### src/rtl/set_pkg.sv
// Shared definitions for the SET job arbiter.
// Holds the arbiter FSM encoding, the engine operand widths and the default
// WAIT timeout, so the arbiter, its sub-module and any bench agree on them.
package set_pkg;

    localparam int CENTRAL_W   = 24;   // {xa,ya,xb,yb,xc,yc}, 4 b each
    localparam int RADIUS_W    = 12;   // {ra,rb,rc}, 4 b each
    localparam int MODE_W      = 2;    // set mode 0..3
    localparam int CAND_W      = 8;    // engine result count
    localparam int TIMEOUT_DEF = 1023; // default max WAIT cycles

    typedef enum logic [1:0] {
        ST_IDLE  = 2'd0,
        ST_ISSUE = 2'd1,
        ST_WAIT  = 2'd2,
        ST_RESP  = 2'd3
    } state_t;

endpackage

### src/rtl/rr_arb2.sv
// Two-way round-robin pick, purely combinational.
// Ports:
//   req  - request bits, bit i = requester i
//   ptr  - preferred requester when both request
//   gnt  - one-hot pick (zero when nobody requests)
//   win  - index of the picked requester (0 when nobody requests)
module rr_arb2 (
    input  logic [1:0] req,
    input  logic       ptr,
    output logic [1:0] gnt,
    output logic       win
);

    always_comb begin
        win = 1'b0;
        gnt = 2'b00;
        if (req == 2'b11) begin
            win = ptr;
        end else if (req == 2'b10) begin
            win = 1'b1;
        end
        if (req != 2'b00) begin
            gnt = win ? 2'b10 : 2'b01;
        end
    end

endmodule

### src/rtl/set_job_arbiter.sv
// Arbitrates two requesters onto a single SET engine, one job at a time.
// A winner's operands are latched into the eng_* registers, the engine is
// started with a one-cycle eng_en, and its result (or a timeout) is returned
// as a one-cycle rsp_valid tagged with the owner's index.
// Ports:
//   clk, rst                    - clock, async active-high reset
//   req / req_central /
//   req_radius / req_mode       - per-requester job request and operands
//   gnt                         - one-hot grant pulse (operands captured)
//   eng_en, eng_central,
//   eng_radius, eng_mode        - engine start pulse and held operands
//   eng_busy, eng_valid,
//   eng_candidate               - engine status and result
//   rsp_valid, rsp_id,
//   rsp_candidate, rsp_err      - response strobe, owner, count, timeout flag
module set_job_arbiter
    import set_pkg::*;
#(
    parameter int TIMEOUT_CYC = TIMEOUT_DEF,
    parameter int ID_W        = 1
) (
    input  logic                           clk,
    input  logic                           rst,
    input  logic [1:0]                     req,
    input  logic [1:0][CENTRAL_W-1:0]      req_central,
    input  logic [1:0][RADIUS_W-1:0]       req_radius,
    input  logic [1:0][MODE_W-1:0]         req_mode,
    output logic [1:0]                     gnt,
    output logic                           eng_en,
    output logic [CENTRAL_W-1:0]           eng_central,
    output logic [RADIUS_W-1:0]            eng_radius,
    output logic [MODE_W-1:0]              eng_mode,
    input  logic                           eng_busy,
    input  logic                           eng_valid,
    input  logic [CAND_W-1:0]              eng_candidate,
    output logic                           rsp_valid,
    output logic [ID_W-1:0]                rsp_id,
    output logic [CAND_W-1:0]              rsp_candidate,
    output logic                           rsp_err
);

    localparam int CNT_W = $clog2(TIMEOUT_CYC + 1);

    state_t           state, state_nx;
    logic             ptr;
    logic             owner;
    logic [CNT_W-1:0] cnt;
    logic [1:0]       pick_gnt;
    logic             pick_win;
    logic             start;
    logic             timeout_hit;

    rr_arb2 u_arb (
        .req (req),
        .ptr (ptr),
        .gnt (pick_gnt),
        .win (pick_win)
    );

    // cnt is 0 on the first WAIT cycle, so the cycle it would step to
    // TIMEOUT_CYC is the last WAIT cycle; an eng_valid there still wins.
    assign timeout_hit = (cnt == CNT_W'(TIMEOUT_CYC - 1));

    always_comb begin
        state_nx  = state;
        start     = 1'b0;
        eng_en    = 1'b0;
        rsp_valid = 1'b0;
        case (state)
            ST_IDLE: begin
                if (req != 2'b00 && !eng_busy) begin
                    start    = 1'b1;
                    state_nx = ST_ISSUE;
                end
            end
            ST_ISSUE: begin
                eng_en   = 1'b1;
                state_nx = ST_WAIT;
            end
            ST_WAIT: begin
                if (eng_valid || timeout_hit) begin
                    state_nx = ST_RESP;
                end
            end
            ST_RESP: begin
                rsp_valid = 1'b1;
                state_nx  = ST_IDLE;
            end
            default: state_nx = ST_IDLE;
        endcase
        // Grant is a decode of IDLE plus live req; mask it so reset
        // forces it low immediately regardless of req.
        gnt = (start && !rst) ? pick_gnt : 2'b00;
    end

    always_ff @(posedge clk or posedge rst) begin
        if (rst) begin
            state <= ST_IDLE;
        end else begin
            state <= state_nx;
        end
    end

    always_ff @(posedge clk or posedge rst) begin
        if (rst) begin
            ptr           <= 1'b0;
            owner         <= 1'b0;
            cnt           <= '0;
            eng_central   <= '0;
            eng_radius    <= '0;
            eng_mode      <= '0;
            rsp_id        <= '0;
            rsp_candidate <= '0;
            rsp_err       <= 1'b0;
        end else begin
            // Operands are held until the next grant, across IDLE too.
            if (start) begin
                owner       <= pick_win;
                eng_central <= req_central[pick_win];
                eng_radius  <= req_radius[pick_win];
                eng_mode    <= req_mode[pick_win];
            end
            if (state == ST_ISSUE) begin
                cnt <= '0;
            end else if (state == ST_WAIT) begin
                cnt <= cnt + 1'b1;
                if (eng_valid) begin
                    rsp_id        <= ID_W'(owner);
                    rsp_candidate <= eng_candidate;
                    rsp_err       <= 1'b0;
                end else if (timeout_hit) begin
                    rsp_id        <= ID_W'(owner);
                    rsp_candidate <= '0;
                    rsp_err       <= 1'b1;
                end
            end
            // Favour the other requester once a job completes, error or not.
            if (state == ST_RESP) begin
                ptr <= ~owner;
            end
        end
    end

endmodule

### config.mk
export PLATFORM = sky130hd
export DESIGN_NAME = set_job_arbiter
export DESIGN_NICKNAME = d
export VERILOG_FILES = /design/src/rtl/set_pkg.sv /design/src/rtl/rr_arb2.sv /design/src/rtl/set_job_arbiter.sv
export SDC_FILE = /design/constraint.sdc
export NUM_CORES = 1
export LEC_CHECK = 0
export ABC_AREA = 1
export CAP_MARGIN = 20
export CELL_PAD_IN_SITES_DETAIL_PLACEMENT = 1
export CELL_PAD_IN_SITES_GLOBAL_PLACEMENT = 2
export CORE_MARGIN = 2
export CORE_UTILIZATION = 20
export DETAILED_ROUTE_END_ITERATION = 7
export HOLD_SLACK_MARGIN = 0.08
export PLACE_DENSITY = 0.79
export SYNTH_ARGS = -nofsm -noshare
export SYNTH_HDL_FRONTEND = slang
export SYNTH_HIERARCHICAL = 1
export SYNTH_SLANG_ARGS = --single-unit
### constraint.sdc
create_clock -name clk -period 2.6 [get_ports clk]
set_input_delay 0.52 -clock clk [delete_from_list [all_inputs] [get_ports clk]]
set_output_delay 0.52 -clock clk [all_outputs]
set_load 0.02 [all_outputs]
==> load_flow_metrics.sql, run 1 <==
INSERT INTO impl_metrics (metric_group, metric, value, unit) VALUES
('floorplanning', 'die_h', '127', 'um'),
('cells_and_area', 'antenna_cells', '0', ''),
('cts', 'cts_max_level', '3', ''),
('global_route', 'grt_usage', '12.2', '%'),
('placed_design', 'finalWeightedCongestion', '0.740', ''),
('floorplanning', 'floorplan.rows', '45', ''),
('critical_path', 'data_arrival_time_of_the_critical_path', '1.79', 'ns'),
('floorplanning', 'placeableCoreArea', '15000', 'sq um'),
('route', 'detailedRoute.firstPassIterationCount', '4', ''),
('power', 'share_comb_of_total_power', '45.8', '%'),
('floorplanning', 'floorplan.io_pins', '142', ''),
('synth', 'synth_warnings', '6', ''),
('placed_design', 'port_buffers', '141', ''),
('cts', 'cts_buffer_depth', '2', ''),
('timing', 'timing.setup.tns', '0', 'ns'),
('route', 'drc', '0', ''),
('synth', 'post-synth-top-area-cell', 'dfrtp_1', ''),
('worst_hold_path', 'timing.hold.worst.class', 'reg2reg', ''),
('global_route', 'largest_net_degree_at_the_start_of_global_routing', '79', ''),
('cts', 'total_clock_buffers_created_by_cts', '9', ''),
('timing', 'timing.clock.skew', '0.00754', 'ns'),
('synth', 'postSynthNetCount', '456', ''),
('cts', 'clockRootBuffer', 'clkbuf_16', ''),
('cells_and_area', 'syn_to_final_growth', '61.7', '%'),
('placed_design', 'postPlaceCellArea', '4630', 'sq um'),
('cts', 'insertion_delay', '0.33', 'ns'),
('route', 'antenna_left', '0', ''),
('cells_and_area', 'utilization', '32.8', '%'),
('cts', 'post_cts_hold_buffers', '0', ''),
('power', 'share_clk_of_total_power', '22.8', '%'),
('timing', 'fmax', '433', 'MHz'),
('global_route', 'grt.overflow.total', '0', ''),
('route', 'drt_wl_total', '9.61', 'mm'),
('synth', 'netlist_top_cells_area', 'dfrtp_1 (51%), nand2_1 (11%), o21ai_0 (7.9%)', ''),
('timing', 'timing_worst_slew_pin_value', '0.836', 'ns'),
('power', 'cellLeakagePower', '2.16', 'nW'),
('floorplanning', 'die_x', '127', 'um'),
('floorplanning', 'initial_core_util', '20.3', '%'),
('timing', 'period_needed', '2.31', 'ns'),
('power', 'power.sequential.fraction', '31.4', '%'),
('synth', 'synth-seq-area-share', '50.9', '%'),
('synth', 'average_cell_area_after_synthesis', '8.47', 'sq um'),
('synth', 'netlist.area_leader.share', '50.9', '%'),
('route', 'wl_per_cell', '13.9', 'um'),
('cells_and_area', 'layout.nets', '594', ''),
('flow_run', 'max_cap_violations', '0', ''),
('cells_and_area', 'layout-drive-gt1-share', '11.1', '%'),
('synth', 'synthesis.instances', '360', ''),
('global_route', 'first_global_vias', '3151', ''),
('critical_path', 'critPathLaunchType', 'primary input', ''),
('timing', 'finalHoldViolCount', '0', ''),
('route', 'drt_iter0_drc', '63', ''),
('global_route', 'number_of_antenna_violations_at_the_first_check_in_global_routing', '0', ''),
('power', 'power_switching_share', '38.4', '%'),
('cts', 'clk_pin_slew', '0.06', 'ns'),
('power', 'power.switching', '2.02', 'mW'),
('placed_design', 'dp_hpwl', '7.02', 'mm'),
('route', 'dr_vias', '2942', ''),
('synth', 'netlist_area', '3050', 'sq um'),
('critical_path', 'cp_max_fo', '4', ''),
('cells_and_area', 'commonest_cells_after_routing_fill_and_taps_aside', 'clkdlybuf4s50_1 (139), nand2_1 (89), dfrtp_1 (62)', ''),
('timing', 'final_min_period_over_clock_period', '88.8', '%'),
('worst_hold_path', 'timing.hold.worst_path_depth', '2', ''),
('critical_path', 'endpoint_kind', 'output port', ''),
('synth', 'synth.ff_latch_count', '62', ''),
('power', 'power-per-cell-area', '1070', 'nW/um^2'),
('power', 'vdd_drop_max', '0.000320', 'V'),
('critical_path', 'r2r.worst_path.cells', '9', ''),
('floorplanning', 'die_area', '16200', 'sq um'),
('cells_and_area', 'finalInstanceArea', '4930', 'sq um'),
('cts', 'tritoncts_num_sinks', '62', ''),
('synth', 'yosysUniqueCellTypes', '25', ''),
('critical_path', 'critPathKind', 'in2out', ''),
('timing', 'drv_slew', '0', ''),
('status', 'status', 'finished, final reports clean', ''),
('global_route', 'wire_length_of_the_first_global_routing_pass', '15.5', 'mm'),
('cts', 'cts_tree', 'yes', ''),
('route', 'via_per_inst', '4.26', ''),
('power', 'p_int', '3.24', 'mW'),
('critical_path', 'timing.critical_path.required', '2.08', 'ns'),
('cells_and_area', 'layout.cells.most_common', 'clkdlybuf4s50_1', ''),
('timing', 'number_of_failing_setup_endpoints_in_the_final_timing_report', '0', ''),
('timing', 'setup_repair_after_global_routing_missed_its_margin', 'no', ''),
('timing', 'relSlewSlack', '44.2', '%');
==> area by class of cell <==
class | instances | area, sq um
flip-flops and latches | 62 | 1550
clock buffers | 9 | 225
multi-input cells | 260 | 1300
inverters | 19 | 77.6
clock inverters | 7 | 73.8
repair buffers | 146 | 1460
fillers | 1758 | 10100
well taps | 188 | 235
==> logic make-up after synthesis <==
kind of cell / after synthesis / synth area share, %
DFF: 62 / 50.9
AOI/OAI and AO/OA: 90 / 15.1
and+or+nand+nor: 164 / 25.1
buffers and inverters: 38 / 6.36
adders and majority gates: 6 / 2.46
==> final timing paths <==
| path | startpoint | endpoint | slack [ns] |
|---|---|---|---|
| min in group asynchronous | rst | eng_central[1]$_DFFE_PP0P_ | 0.87 |
| worst min-delay path | rsp_candidate[6]$_DFFE_PP0P_ | rsp_candidate[6]$_DFFE_PP0P_ | 0.48 |
| max in group asynchronous | rst | eng_central[12]$_DFFE_PP0P_ | 1.19 |
| worst min register to register | rsp_candidate[6]$_DFFE_PP0P_ | rsp_candidate[6]$_DFFE_PP0P_ | 0.48 |
| worst max-delay path | req[1] | gnt[0] | 0.29 |
| worst max register to register | state[0]$_DFFE_PP0P_ | cnt[5]$_DFFE_PP0P_ | 0.88 |
==> per-layer routing <==
| layer | up-vias | global-route usage, % | routed length (um) |
|---|---|---|---|
| li1 | 1455 | - | - |
| met1 | 1396 | 13.8 | 4120 |
| met2 | 84 | 20.8 | 4620 |
| met3 | 7 | 5.03 | 761 |
| met4 | 0 | 4.46 | 116 |
| met5 | - | 0 | 0 |
==> critical path, stage by stage <==
cell	delay (ns)
clkdlybuf4s50_1	0.52
o21bai_1	0.13
nor2_2	0.12
and3_1	0.16
dlygate4sd2_1	0.33
==> sequential cells by signal (all words and copies together) (netlist names) <==
register	flops
eng_mode	2
owner	1
state	2
cnt	10
eng_radius	12
rsp_err	1
rsp_candidate	8
eng_central	24
rsp_id	1
ptr	1
==> cell usage after synthesis <==
cell type and count:
a21boi_0 1, a21oi_1 6, and3_1 2, buf_2 3
buf_6 6, clkbuf_1 10, dfrtp_1 62, ha_1 6
inv_1 17, inv_2 1, inv_4 1, nand2_1 89
nand3_1 6, nand3_2 1, nand4_1 11, nor2_1 13
nor2_2 2, nor3_1 1, o21a_1 1, o21ai_0 48
o21ai_1 31, o21bai_1 2, o22ai_1 1, or2_0 10
or2_2 29
==> per-stage QoR <==
step / cells / worst slack, ns / hold slack [ns] / power (mW)
finish: 691 / 0.292 / 0.475 / 5.26
global route: 691 / 0.176 / 0.509 / 5.68
CTS: 691 / 0.0177 / 0.481 / 5.39
detailed placement: 675 / -0.00420 / 0.466 / 4.13
global placement: 675 / 0.0793 / 0.457 / 4.05
floorplan: 360 / 0.168 / 0.440 / 2.94
==> repair_timing <==
item                                    CTS  global route
pin swaps                                 0             0
setup buffers                             0             0
endpoints found under the setup margin    1             1
gates resized for setup                   1             1
==> power groups by stage <==
stage,registers [mW],logic [mW],clock network (mW)
after floorplan,2.07,0.873,0
after global placement,1.65,2.40,0
after detailed placement,1.67,2.46,0
after CTS,1.66,2.47,1.26
after global routing,1.72,2.65,1.31
final,1.65,2.41,1.20
(Power assumes the default switching activity.)
==> run 2, diff against run 1 <==
- CELL_PAD_IN_SITES_DETAIL_PLACEMENT: 1 -> default
- CELL_PAD_IN_SITES_GLOBAL_PLACEMENT: 2 -> default
- CORE_UTILIZATION: 20 -> 37
- PLACE_DENSITY: 0.79 -> 0.8
==> run 2 against run 1 <==
Net effect:
- global-route usage rose by 5.2 points
- sequential share of layout area rose by 1.5 points
- design area fell by 4.6%
- routed wire length fell by 22%
- combinational power fell by 3%
- setup slack got worse by 0.025 ns
- non-clock buffer count fell by 2
- critical endpoint unchanged
- largest power group unchanged
- highest routed layer unchanged
==> load_flow_metrics.sql, run 2 (same netlist as run 1, synthesis figures left out) <==
INSERT INTO impl_metrics (metric_group, metric, value, unit) VALUES
('status', 'status', 'finished, final reports clean', ''),
('floorplanning', 'die_x', '94.8', 'um'),
('worst_hold_path', 'timing.hold.worst.class', 'reg2reg', ''),
('timing', 'timing_worst_slew_pin_value', '0.741', 'ns'),
('critical_path', 'regToRegEndpoint', 'cnt[5]$_DFFE_PP0P_', ''),
('critical_path', 'critPathLaunchType', 'primary input', ''),
('cells_and_area', 'register_with_the_most_flip_flops', 'eng_central', ''),
('timing', 'final_min_period_over_clock_period', '89.7', '%'),
('critical_path', 'cp_cell_sequence', 'clkdlybuf4s50_1 -> o21bai_1 -> nor2_2 -> and3_1 -> dlygate4sd2_1', ''),
('cts', 'total_clock_buffers_created_by_cts', '9', ''),
('power', 'share_comb_of_total_power', '48.7', '%'),
('power', 'share_clk_of_total_power', '17.0', '%'),
('flow_run', 'max_cap_violations', '0', ''),
('cells_and_area', 'seq_area', '1550', 'sq um'),
('power', 'power-per-cell-area', '1020', 'nW/um^2'),
('placed_design', 'dp_hpwl', '5.66', 'mm'),
('global_route', 'first_global_vias', '2870', ''),
('cells_and_area', 'utilization', '58.1', '%'),
('cts', 'clk_pin_slew', '0.07', 'ns'),
('global_route', 'number_of_antenna_violations_at_the_first_check_in_global_routing', '0', ''),
('power', 'power.switching', '1.88', 'mW'),
('cells_and_area', 'syn_to_final_growth', '54.3', '%'),
('critical_path', 'worst-r2r-setup-slack', '0.90', 'ns'),
('route', 'met3RoutedLength', '563', 'um'),
('route', 'drt_wl_total', '7.52', 'mm'),
('power', 'cellLeakagePower', '2.09', 'nW'),
('cells_and_area', 'layout.nets', '592', ''),
('cells_and_area', 'layout-drive-gt1-share', '10.8', '%'),
('global_route', 'wire_length_of_the_first_global_routing_pass', '12.4', 'mm'),
('global_route', 'grt_usage', '17.4', '%'),
('timing', 'fmax', '429', 'MHz'),
('placed_design', 'port_buffers', '141', ''),
('cells_and_area', 'n_fill_cell', '749', ''),
('route', 'drc', '0', ''),
('cells_and_area', 'layout.cells.non_filler', '606', ''),
('global_route', 'largest_net_degree_at_the_start_of_global_routing', '79', ''),
('placed_design', 'place_inst', '590', ''),
('global_route', 'grt.overflow.total', '0', ''),
('cts', 'tritoncts_num_sinks', '62', ''),
('critical_path', 'data_arrival_time_of_the_critical_path', '1.81', 'ns'),
('cts', 'insertion_delay', '0.33', 'ns'),
('power', 'power_switching_share', '39.1', '%'),
('timing', 'setup_repair_after_global_routing_missed_its_margin', 'no', ''),
('floorplanning', 'placeableCoreArea', '8090', 'sq um'),
('cells_and_area', 'largest_register_ff_count', '24', ''),
('critical_path', 'timing.critical_path.required', '2.08', 'ns'),
('floorplanning', 'floorplan.io_pins', '142', ''),
('power', 'power.sequential.fraction', '34.2', '%'),
('worst_hold_path', 'hold_path.startpoint', 'rsp_candidate[5]$_DFFE_PP0P_', ''),
('cts', 'clockRootBuffer', 'clkbuf_8', ''),
('floorplanning', 'die_h', '94.8', 'um'),
('cells_and_area', 'layout.cells.most_common', 'clkdlybuf4s50_1', ''),
('critical_path', 'critical_path.top_delay_family', 'buffers and inverters', ''),
('power', 'total_power', '4.81', 'mW'),
('critical_path', 'crit_path_max_incr_delay', '0.53', 'ns'),
('critical_path', 'cp-startpoint', 'req[1]', ''),
('cells_and_area', 'multi_input_comb_area', '1300', 'sq um'),
('route', 'dr_vias', '2891', ''),
('power', 'p_int', '2.93', 'mW'),
('cts', 'cts_tree', 'yes', ''),
('placed_design', 'finalWeightedCongestion', '0.728', ''),
('route', 'via_per_inst', '4.77', ''),
('cts', 'cts_buffer_depth', '2', ''),
('timing', 'period_needed', '2.33', 'ns'),
('critical_path', 'worst_r2r_startpoint', 'state[1]$_DFFE_PP0P_', ''),
('route', 'wl_per_cell', '12.4', 'um'),
('power', 'vdd_drop_max', '0.000385', 'V'),
('critical_path', 'cp_max_fo', '4', ''),
('critical_path', 'cp_num_cells', '5', ''),
('timing', 'number_of_failing_setup_endpoints_in_the_final_timing_report', '0', ''),
('route', 'drt_iter0_drc', '119', ''),
('timing', 'relSlewSlack', '50.6', '%'),
('cells_and_area', 'antenna_cells', '0', ''),
('timing', 'drv_slew', '0', ''),
('critical_path', 'critPathSlowestCell', 'clkdlybuf4s50_1', ''),
('critical_path', 'critPathKind', 'in2out', ''),
('critical_path', 'r2r.worst_path.cells', '9', ''),
('timing', 'timing.clock.skew', '0.00933', 'ns'),
('cells_and_area', 'commonest_cells_after_routing_fill_and_taps_aside', 'clkdlybuf4s50_1 (139), nand2_1 (89), dfrtp_1 (62)', ''),
('route', 'topRoutingLayerUsed', 'met4', ''),
('route', 'wl_met2', '3.83', 'mm'),
('cts', 'post_cts_hold_buffers', '0', ''),
('critical_path', 'endpoint_kind', 'output port', ''),
('worst_hold_path', 'timing.hold.worst_path_depth', '2', ''),
('floorplanning', 'initial_core_util', '37.7', '%'),
('route', 'met1Wirelength', '3.07', 'mm'),
('cts', 'cts_max_level', '3', ''),
('route', 'antenna_left', '0', ''),
('timing', 'finalHoldViolCount', '0', ''),
('cells_and_area', 'largestRegisters', 'eng_central (24), eng_radius (12), cnt (10)', ''),
('route', 'detailedRoute.firstPassIterationCount', '4', ''),
('floorplanning', 'floorplan.rows', '33', ''),
('floorplanning', 'die_area', '8980', 'sq um'),
('worst_hold_path', 'holdPathEnd', 'rsp_candidate[5]$_DFFE_PP0P_', ''),
('critical_path', 'worst-path-buf-inv', '2', '');
run 2: how the worst max path moves through the flow:
stage | endpoint
after floorplan | gnt[0]
after global placement | gnt[0]
after detailed placement | gnt[0]
after CTS | gnt[0]
after global routing | gnt[1]
final | gnt[0]
run 2: power by group through the flow:
stage                     logic, mW  registers [mW]  clock network, mW
after floorplan               0.873            2.07                  0
after global placement         2.33            1.63                  0
after detailed placement       2.38            1.65                  0
after CTS                      2.38            1.65              0.853
after global routing           2.58            1.70              0.894
final                          2.34            1.64              0.820
run 2: area by class of cell:
cell class / count / area share (%)
Clock inverter: 7 / 1.54
Clock buffer: 9 / 2.63
Inverter: 19 / 1.65
Sequential cell: 62 / 33.0
Timing Repair Buffer: 144 / 30.7
Multi-Input combinational cell: 260 / 27.7
Tap cell: 105 / 2.79
run 2: metrics by stage:
step	setup WS (ns)	cell area, sq um	setup TNS (ns)	hold slack [ns]
final	0.267	4700	0	0.474
after global routing	0.187	4700	0	0.498
after CTS	0.252	4700	0	0.476
after detailed placement	-0.00947	4510	-0.0165	0.459
after global placement	0.0620	4510	0	0.452
after floorplan	0.168	3050	0	0.440
run 2: worst register-to-register path, stage by stage (launching register included):
cell	delay (ns)
dfrtp_1	0.40
inv_1	0.08
ha_1	0.37
nand2_1	0.10
nor2_1	0.21
nand2_1	0.11
nor2_2	0.16
nand2_1	0.08
nand2_1	0.06
nor2_1	0.04
run 2: what timing repair did:
item                                    CTS  global route
buffers inserted                          0             0
endpoints found under the setup margin    2             0
gates resized for setup                   2             0
hold endpoints to repair                  0             0
run 2: routing by layer:
layer,GRT usage [%],vias up
li1,-,1455
met1,19.4,1340
met2,31.4,88
met3,6.78,8
met4,3.62,0
met5,0,-
